**config.mk**
```make
export PLATFORM = sky130hd
export DESIGN_NAME = uart_word_rx
export DESIGN_NICKNAME = d
export VERILOG_FILES = /design/src/rtl/uart_word_rx.sv
export SDC_FILE = /design/constraint.sdc
export NUM_CORES = 1
export LEC_CHECK = 0
export CORE_MARGIN = 8
export CORE_UTILIZATION = 51
export DETAILED_ROUTE_END_ITERATION = 7
export DONT_BUFFER_PORTS = 1
export GPL_ROUTABILITY_DRIVEN = 1
export HOLD_SLACK_MARGIN = 0.06
export PLACE_DENSITY = 0.69
export SLEW_MARGIN = 20
export SYNTH_ARGS = -nofsm -noshare
export SYNTH_HDL_FRONTEND = slang
export SYNTH_SLANG_ARGS = --single-unit
```
**constraint.sdc**
```tcl
create_clock -name CLK -period 2.5 [get_ports CLK]
set_input_delay 0.125 -clock CLK [delete_from_list [all_inputs] [get_ports CLK]]
set_output_delay 0.125 -clock CLK [all_outputs]
set_load 0.01 [all_outputs]
```
**src/rtl/uart_word_rx.sv**
```systemverilog
// 8N1 UART receiver that assembles a header byte plus four payload bytes into a 32-bit word.
// Define UART_RX_TIMEOUT_EN to enable the inter-byte timeout of TIMEOUT_BITS bit periods.
module uart_word_rx #(
    parameter int unsigned c_CLKS_PER_BIT = 434,
    parameter int unsigned TIMEOUT_BITS   = 20
) (
    input  logic        CLK,
    input  logic        RST,
    input  logic        RX,
    output logic [31:0] data_rx,
    output logic        done_rx,
    output logic [1:0]  controlBits,
    output logic        frame_err
);

    localparam int unsigned CNT_W   = 16;
    localparam int unsigned FULL_M1 = c_CLKS_PER_BIT - 1;
    localparam int unsigned HALF_M1 = c_CLKS_PER_BIT / 2 - 1;
    localparam logic [5:0]  HDR_TAG = 6'b101010;

    typedef enum logic [1:0] {B_IDLE, B_START, B_DATA, B_STOP} bit_state_t;
    typedef enum logic [2:0] {F_HDR, F_B0, F_B1, F_B2, F_B3} frm_state_t;

    logic             rx_meta, rx_sync, rx_prev, armed;
    logic             fall_c;

    bit_state_t       bit_q, bit_d;
    logic [CNT_W-1:0] cnt_q, cnt_d;
    logic [2:0]       idx_q, idx_d;
    logic [7:0]       shift_q, shift_d;
    logic             byte_ok_c, stop_err_c;

    frm_state_t       frm_q, frm_d;
    logic [1:0]       ctrl_pend_q, ctrl_pend_d;
    logic [23:0]      acc_q, acc_d;
    logic [31:0]      data_d;
    logic [1:0]       ctrl_d;
    logic             done_d, err_d;

    // Synchronizer; armed blocks the stale 1->0 seen when the line is already low at reset release.
    always_ff @(posedge CLK) begin
        if (RST) begin
            rx_meta <= 1'b1;
            rx_sync <= 1'b1;
            rx_prev <= 1'b1;
            armed   <= 1'b0;
        end else begin
            rx_meta <= RX;
            rx_sync <= rx_meta;
            rx_prev <= rx_sync;
            if (rx_meta) armed <= 1'b1;
        end
    end

    assign fall_c = armed & rx_prev & ~rx_sync;

`ifdef UART_RX_TIMEOUT_EN
    localparam int unsigned TO_LIMIT_M1 = TIMEOUT_BITS * c_CLKS_PER_BIT - 1;
    logic [31:0] to_cnt_q;
    logic        to_run_c, to_hit_c;

    // Idle cycles between bytes of a partially received frame.
    assign to_run_c = (frm_q != F_HDR) && (bit_q == B_IDLE) && !fall_c;
    assign to_hit_c = to_run_c && (to_cnt_q == TO_LIMIT_M1);

    always_ff @(posedge CLK) begin
        if (RST || !to_run_c || to_hit_c) to_cnt_q <= '0;
        else                              to_cnt_q <= to_cnt_q + 32'd1;
    end
`else
    localparam int unsigned timeout_bits_unused = TIMEOUT_BITS;
`endif

    // Bit-level FSM: start qualification, mid-bit sampling, stop check.
    always_comb begin
        bit_d      = bit_q;
        cnt_d      = cnt_q;
        idx_d      = idx_q;
        shift_d    = shift_q;
        byte_ok_c  = 1'b0;
        stop_err_c = 1'b0;
        case (bit_q)
            B_IDLE: begin
                if (fall_c) begin
                    bit_d = B_START;
                    cnt_d = '0;
                end
            end
            B_START: begin
                if (cnt_q == CNT_W'(HALF_M1)) begin
                    cnt_d = '0;
                    idx_d = '0;
                    bit_d = rx_sync ? B_IDLE : B_DATA;
                end else begin
                    cnt_d = cnt_q + CNT_W'(1);
                end
            end
            B_DATA: begin
                if (cnt_q == CNT_W'(FULL_M1)) begin
                    cnt_d   = '0;
                    shift_d = {rx_sync, shift_q[7:1]};
                    idx_d   = idx_q + 3'd1;
                    if (idx_q == 3'd7) bit_d = B_STOP;
                end else begin
                    cnt_d = cnt_q + CNT_W'(1);
                end
            end
            B_STOP: begin
                if (cnt_q == CNT_W'(FULL_M1)) begin
                    cnt_d = '0;
                    bit_d = B_IDLE;
                    if (rx_sync) byte_ok_c  = 1'b1;
                    else         stop_err_c = 1'b1;
                end else begin
                    cnt_d = cnt_q + CNT_W'(1);
                end
            end
            default: bit_d = B_IDLE;
        endcase
    end

    // Frame-level FSM: header check, payload assembly, output update.
    always_comb begin
        frm_d       = frm_q;
        ctrl_pend_d = ctrl_pend_q;
        acc_d       = acc_q;
        data_d      = data_rx;
        ctrl_d      = controlBits;
        done_d      = 1'b0;
        err_d       = 1'b0;
        if (stop_err_c) begin
            err_d = 1'b1;
            frm_d = F_HDR;
        end else if (byte_ok_c) begin
            case (frm_q)
                F_HDR: begin
                    if (shift_q[7:2] == HDR_TAG) begin
                        ctrl_pend_d = shift_q[1:0];
                        frm_d       = F_B0;
                    end else begin
                        err_d = 1'b1;
                    end
                end
                F_B0: begin acc_d[7:0]   = shift_q; frm_d = F_B1; end
                F_B1: begin acc_d[15:8]  = shift_q; frm_d = F_B2; end
                F_B2: begin acc_d[23:16] = shift_q; frm_d = F_B3; end
                F_B3: begin
                    data_d = {shift_q, acc_q};
                    ctrl_d = ctrl_pend_q;
                    done_d = 1'b1;
                    frm_d  = F_HDR;
                end
                default: frm_d = F_HDR;
            endcase
        end
`ifdef UART_RX_TIMEOUT_EN
        else if (to_hit_c) begin
            err_d = 1'b1;
            frm_d = F_HDR;
        end
`endif
    end

    always_ff @(posedge CLK) begin
        if (RST) begin
            bit_q       <= B_IDLE;
            cnt_q       <= '0;
            idx_q       <= '0;
            shift_q     <= '0;
            frm_q       <= F_HDR;
            ctrl_pend_q <= '0;
            acc_q       <= '0;
            data_rx     <= '0;
            controlBits <= '0;
            done_rx     <= 1'b0;
            frame_err   <= 1'b0;
        end else begin
            bit_q       <= bit_d;
            cnt_q       <= cnt_d;
            idx_q       <= idx_d;
            shift_q     <= shift_d;
            frm_q       <= frm_d;
            ctrl_pend_q <= ctrl_pend_d;
            acc_q       <= acc_d;
            data_rx     <= data_d;
            controlBits <= ctrl_d;
            done_rx     <= done_d;
            frame_err   <= err_d;
        end
    end

endmodule

```
==> reports/results.ini <==
[logic_synthesis]
synth_mux_area_share_pct=17.1
synth_flop_cell=dfxtp_1
synth_top_family_by_area=simple AND/OR/NAND/NOR gates
syn-cell-area_sq_um=3990
syn_nets=431
yosysSeqAreaShare_pct=49.2
async_flop_share_pct=0
syn_inst=423
yosysWarnings=0
synthAdderAreaFrac_pct=1.57
synth.distinct_cells=42
synth_xor_area_share_pct=0.220
synth_area_per_cell_sq_um=9.42
synth_edf_count=0
synthSimpleGateAreaFrac_pct=22.4
synth-compound-area-share_pct=6.34
synth_seq_cells=98

[worst_hold_path]
min_to=acc_q[18]
min_from=RST
min_path_cells=2
holdCritPathClass=in -> reg

[setup_path]
timing.critical_path.buf_inv=1
worst_setup_path_end_kind=flip-flop
crit_family=simple AND/OR/NAND/NOR gates
start_kind=flip-flop
cpPeakStageDelay_ps=560
r2r_end=acc_q[19]
required_ps=2760
critPathKind=reg -> reg
reg2reg_depth=6
cp.arrival_ps=2730
rrSetupSlack_ps=30
crit_slowest_cell=or4_4
cpMostUsedCell=or4_4
crit_fanout=5
critical_path.reg2reg.startpoint=cnt_q[12]
crit_chain=or4_4 -> or4_4 -> or4_4 -> buf_6 -> mux2i_2 -> nor2_1

[floorplanning]
core_sq_um=7650
die_h_um=104
start_util_pct=52.1
dieArea_sq_um=10900
ios=39
die_w_um=104
rows=32

[run_status]
status=complete, no violations

[finish]
fillers=674
drive_gt1_share_pct=13.5
area_delta_synth_final_pct=13.6
fin_cells=546
fin_util_pct=59.2
nets=447
antenna_cells=0

[clock_network]
cts-buffers-inserted=9
cts_htree_levels=3
clock_sinks=98
cts_tree=built
path_clk_slew_ps=100
cts_buffer_depth=2
root_buffer=clkbuf_8
clock_latency_ps=380

[timing]
worst_pin_slew_ps=769
maxSlewViolCount=0
period_minus_slack_ps=2470
fin_crit_sh_pct=98.8
rsz0062_at_grt=yes
relSlewSlack_pct=48.8
whs_ps=117
finClkSkew_ps=11.5
setup_tns_ps=0
clock.fmax_mhz=405
finalSetupViolCount=0
hold_viol=0

[detailed_routing]
vias=2995
drt_iter0_drc=175
routed_via_density=5.49
drc_errors=0
wire_per_inst_um=15.6
wirelength_um=8510
ant_nets=0
firstDrtPassIters=4

[global_route]
antenna_found_initial=0
track_usage_pct=15.6
overflow=0
grt_pass1_wl_um=14000
grt_max_degree=92
grt_pass1_vias=2835

[placed_design]
dp_hpwl_um=5650
port_buffers=0
dp.cells=524
gp_congestion=0.805

[job]
maxCapViolations=0

[power_and_ir_drop]
vdd_drop_max_v=0.000373
p_leak_nw=2.02
power.density_nw_per_um2=612

==> layout make-up <==
cell class	instances	area [sq um]	area share, %
well taps	102	128	2.82
inverters	8	30.0	0.663
clock inverters	7	93.8	2.07
clock buffers	9	124	2.73
repair buffers	29	269	5.94
multi-input cells	293	1920	42.4
flip-flops and latches	98	1960	43.3
==> layer usage <==
| layer | wire, um | track usage (%) |
|---|---|---|
| met5 | 0 | 0 |
| met1 | 3840 | 18.2 |
| met2 | 4150 | 26.0 |
| met3 | 390 | 4.83 |
| met4 | 125 | 6.20 |
==> how the worst max path moves through the flow <==
stage,from,end,slack (ps),depth (start not counted)
global placement,cnt_q[1],acc_q[9],80,7
global route,cnt_q[1],acc_q[19],-30,8
floorplan,cnt_q[0],acc_q[16],20,7
finish,cnt_q[12],acc_q[19],30,6
CTS,cnt_q[1],acc_q[20],2,8
detailed placement,cnt_q[1],acc_q[12],30,7
==> layout by cell type (no fill, tap or decap), types with 2 or more instances in the layout <==
master,count
o21ai_0,6
dfxtp_1,97
nand3b_1,5
or4_4,4
nor4_2,2
nand3_1,19
or2_2,2
nand4_1,3
inv_8,2
mux2i_1,67
nor4_1,5
clkbuf_8,9
nand2b_1,5
inv_1,8
nand2_1,26
a22oi_1,4
or3b_2,2
a21oi_1,14
and2_1,2
buf_4,24
a31oi_1,8
or4_1,6
buf_12,2
nor2_1,81
ha_1,5
nor2b_1,2
nor3_1,3
o2111a_1,2
or3_1,5
==> report_power, final <==
part	leakage (nW)	switching, mW	internal, mW	total, mW
sequential	0.791	0.00733	1.57	1.58
clock	0.107	0.597	0.490	1.09
combinational	1.13	0.0733	0.0377	0.111
total	2.02	0.678	2.10	2.77
==> synth_stat cells (6+ instances only) <==
library cell   n  share of area [%]
nor4_1         6               0.94
nand3_1       20                2.5
o21ai_0        6               0.75
nand2_1       26                2.4
a31oi_1        8                1.3
nor2_1        81                7.6
a21oi_1       14                1.8
mux2i_1       68                 17
or4_1          7                1.3
clkbuf_1      19                1.8
inv_1          8               0.75
dfxtp_1       98                 49
==> state kept, by name, summed over array words and instances (netlist names), named ones only <==
| signal | flops |
|---|---|
| data_rx | 32 |
| acc_q | 24 |
| cnt_q | 16 |
| shift_q | 8 |
| frm_q | 3 |
| idx_q | 3 |
| controlBits | 2 |
| ctrl_pend_q | 2 |
| armed | 1 |
| bit_q | 1 |
| done_rx | 1 |
| frame_err | 1 |
| rx_meta | 1 |
| rx_prev | 1 |
| rx_sync | 1 |
==> worst register-to-register path, cell delays in order, from the launching register on <==
cell,delay [ps]
dfxtp_1,330
or4_4,560
or4_4,560
or4_4,510
buf_6,160
mux2i_2,180
nor2_1,50
==> through the flow <==
| stage | power (mW) | setup WS (ps) | cell area [sq um] |
|---|---|---|---|
| after detailed placement | 1.69 | 30.1 | 4220 |
| after floorplan | 1.68 | 18.6 | 3990 |
| after global placement | 1.69 | 79.0 | 4220 |
| after global routing | 2.88 | -27.3 | 4530 |
| after CTS | 2.81 | 1.78 | 4480 |
| final | 2.77 | 30.8 | 4530 |
==> repair_timing <==
| item | in CTS | in global routing |
|---|---|---|
| gates cloned | 0 | 1 |
| pin swaps | 0 | 2 |
| setup endpoints to repair | 1 | 14 |
| gates resized for setup | 1 | 8 |
| buffers inserted | 0 | 3 |
| hold endpoints to repair | 92 | 0 |
| hold buffers | 2 | 0 |
==> kinds of logic (layout without fill, tap and decap cells) <==
family	after synthesis	after routing
AOI/OAI and AO/OA	40	40
buffers and inverters	32	53
muxes	68	68
and+or+nand+nor	179	179
xor gates and xnor gates	1	1
adders and majority gates	5	5
DFF	98	98
Note: power is estimated with default switching activity, not from simulation.
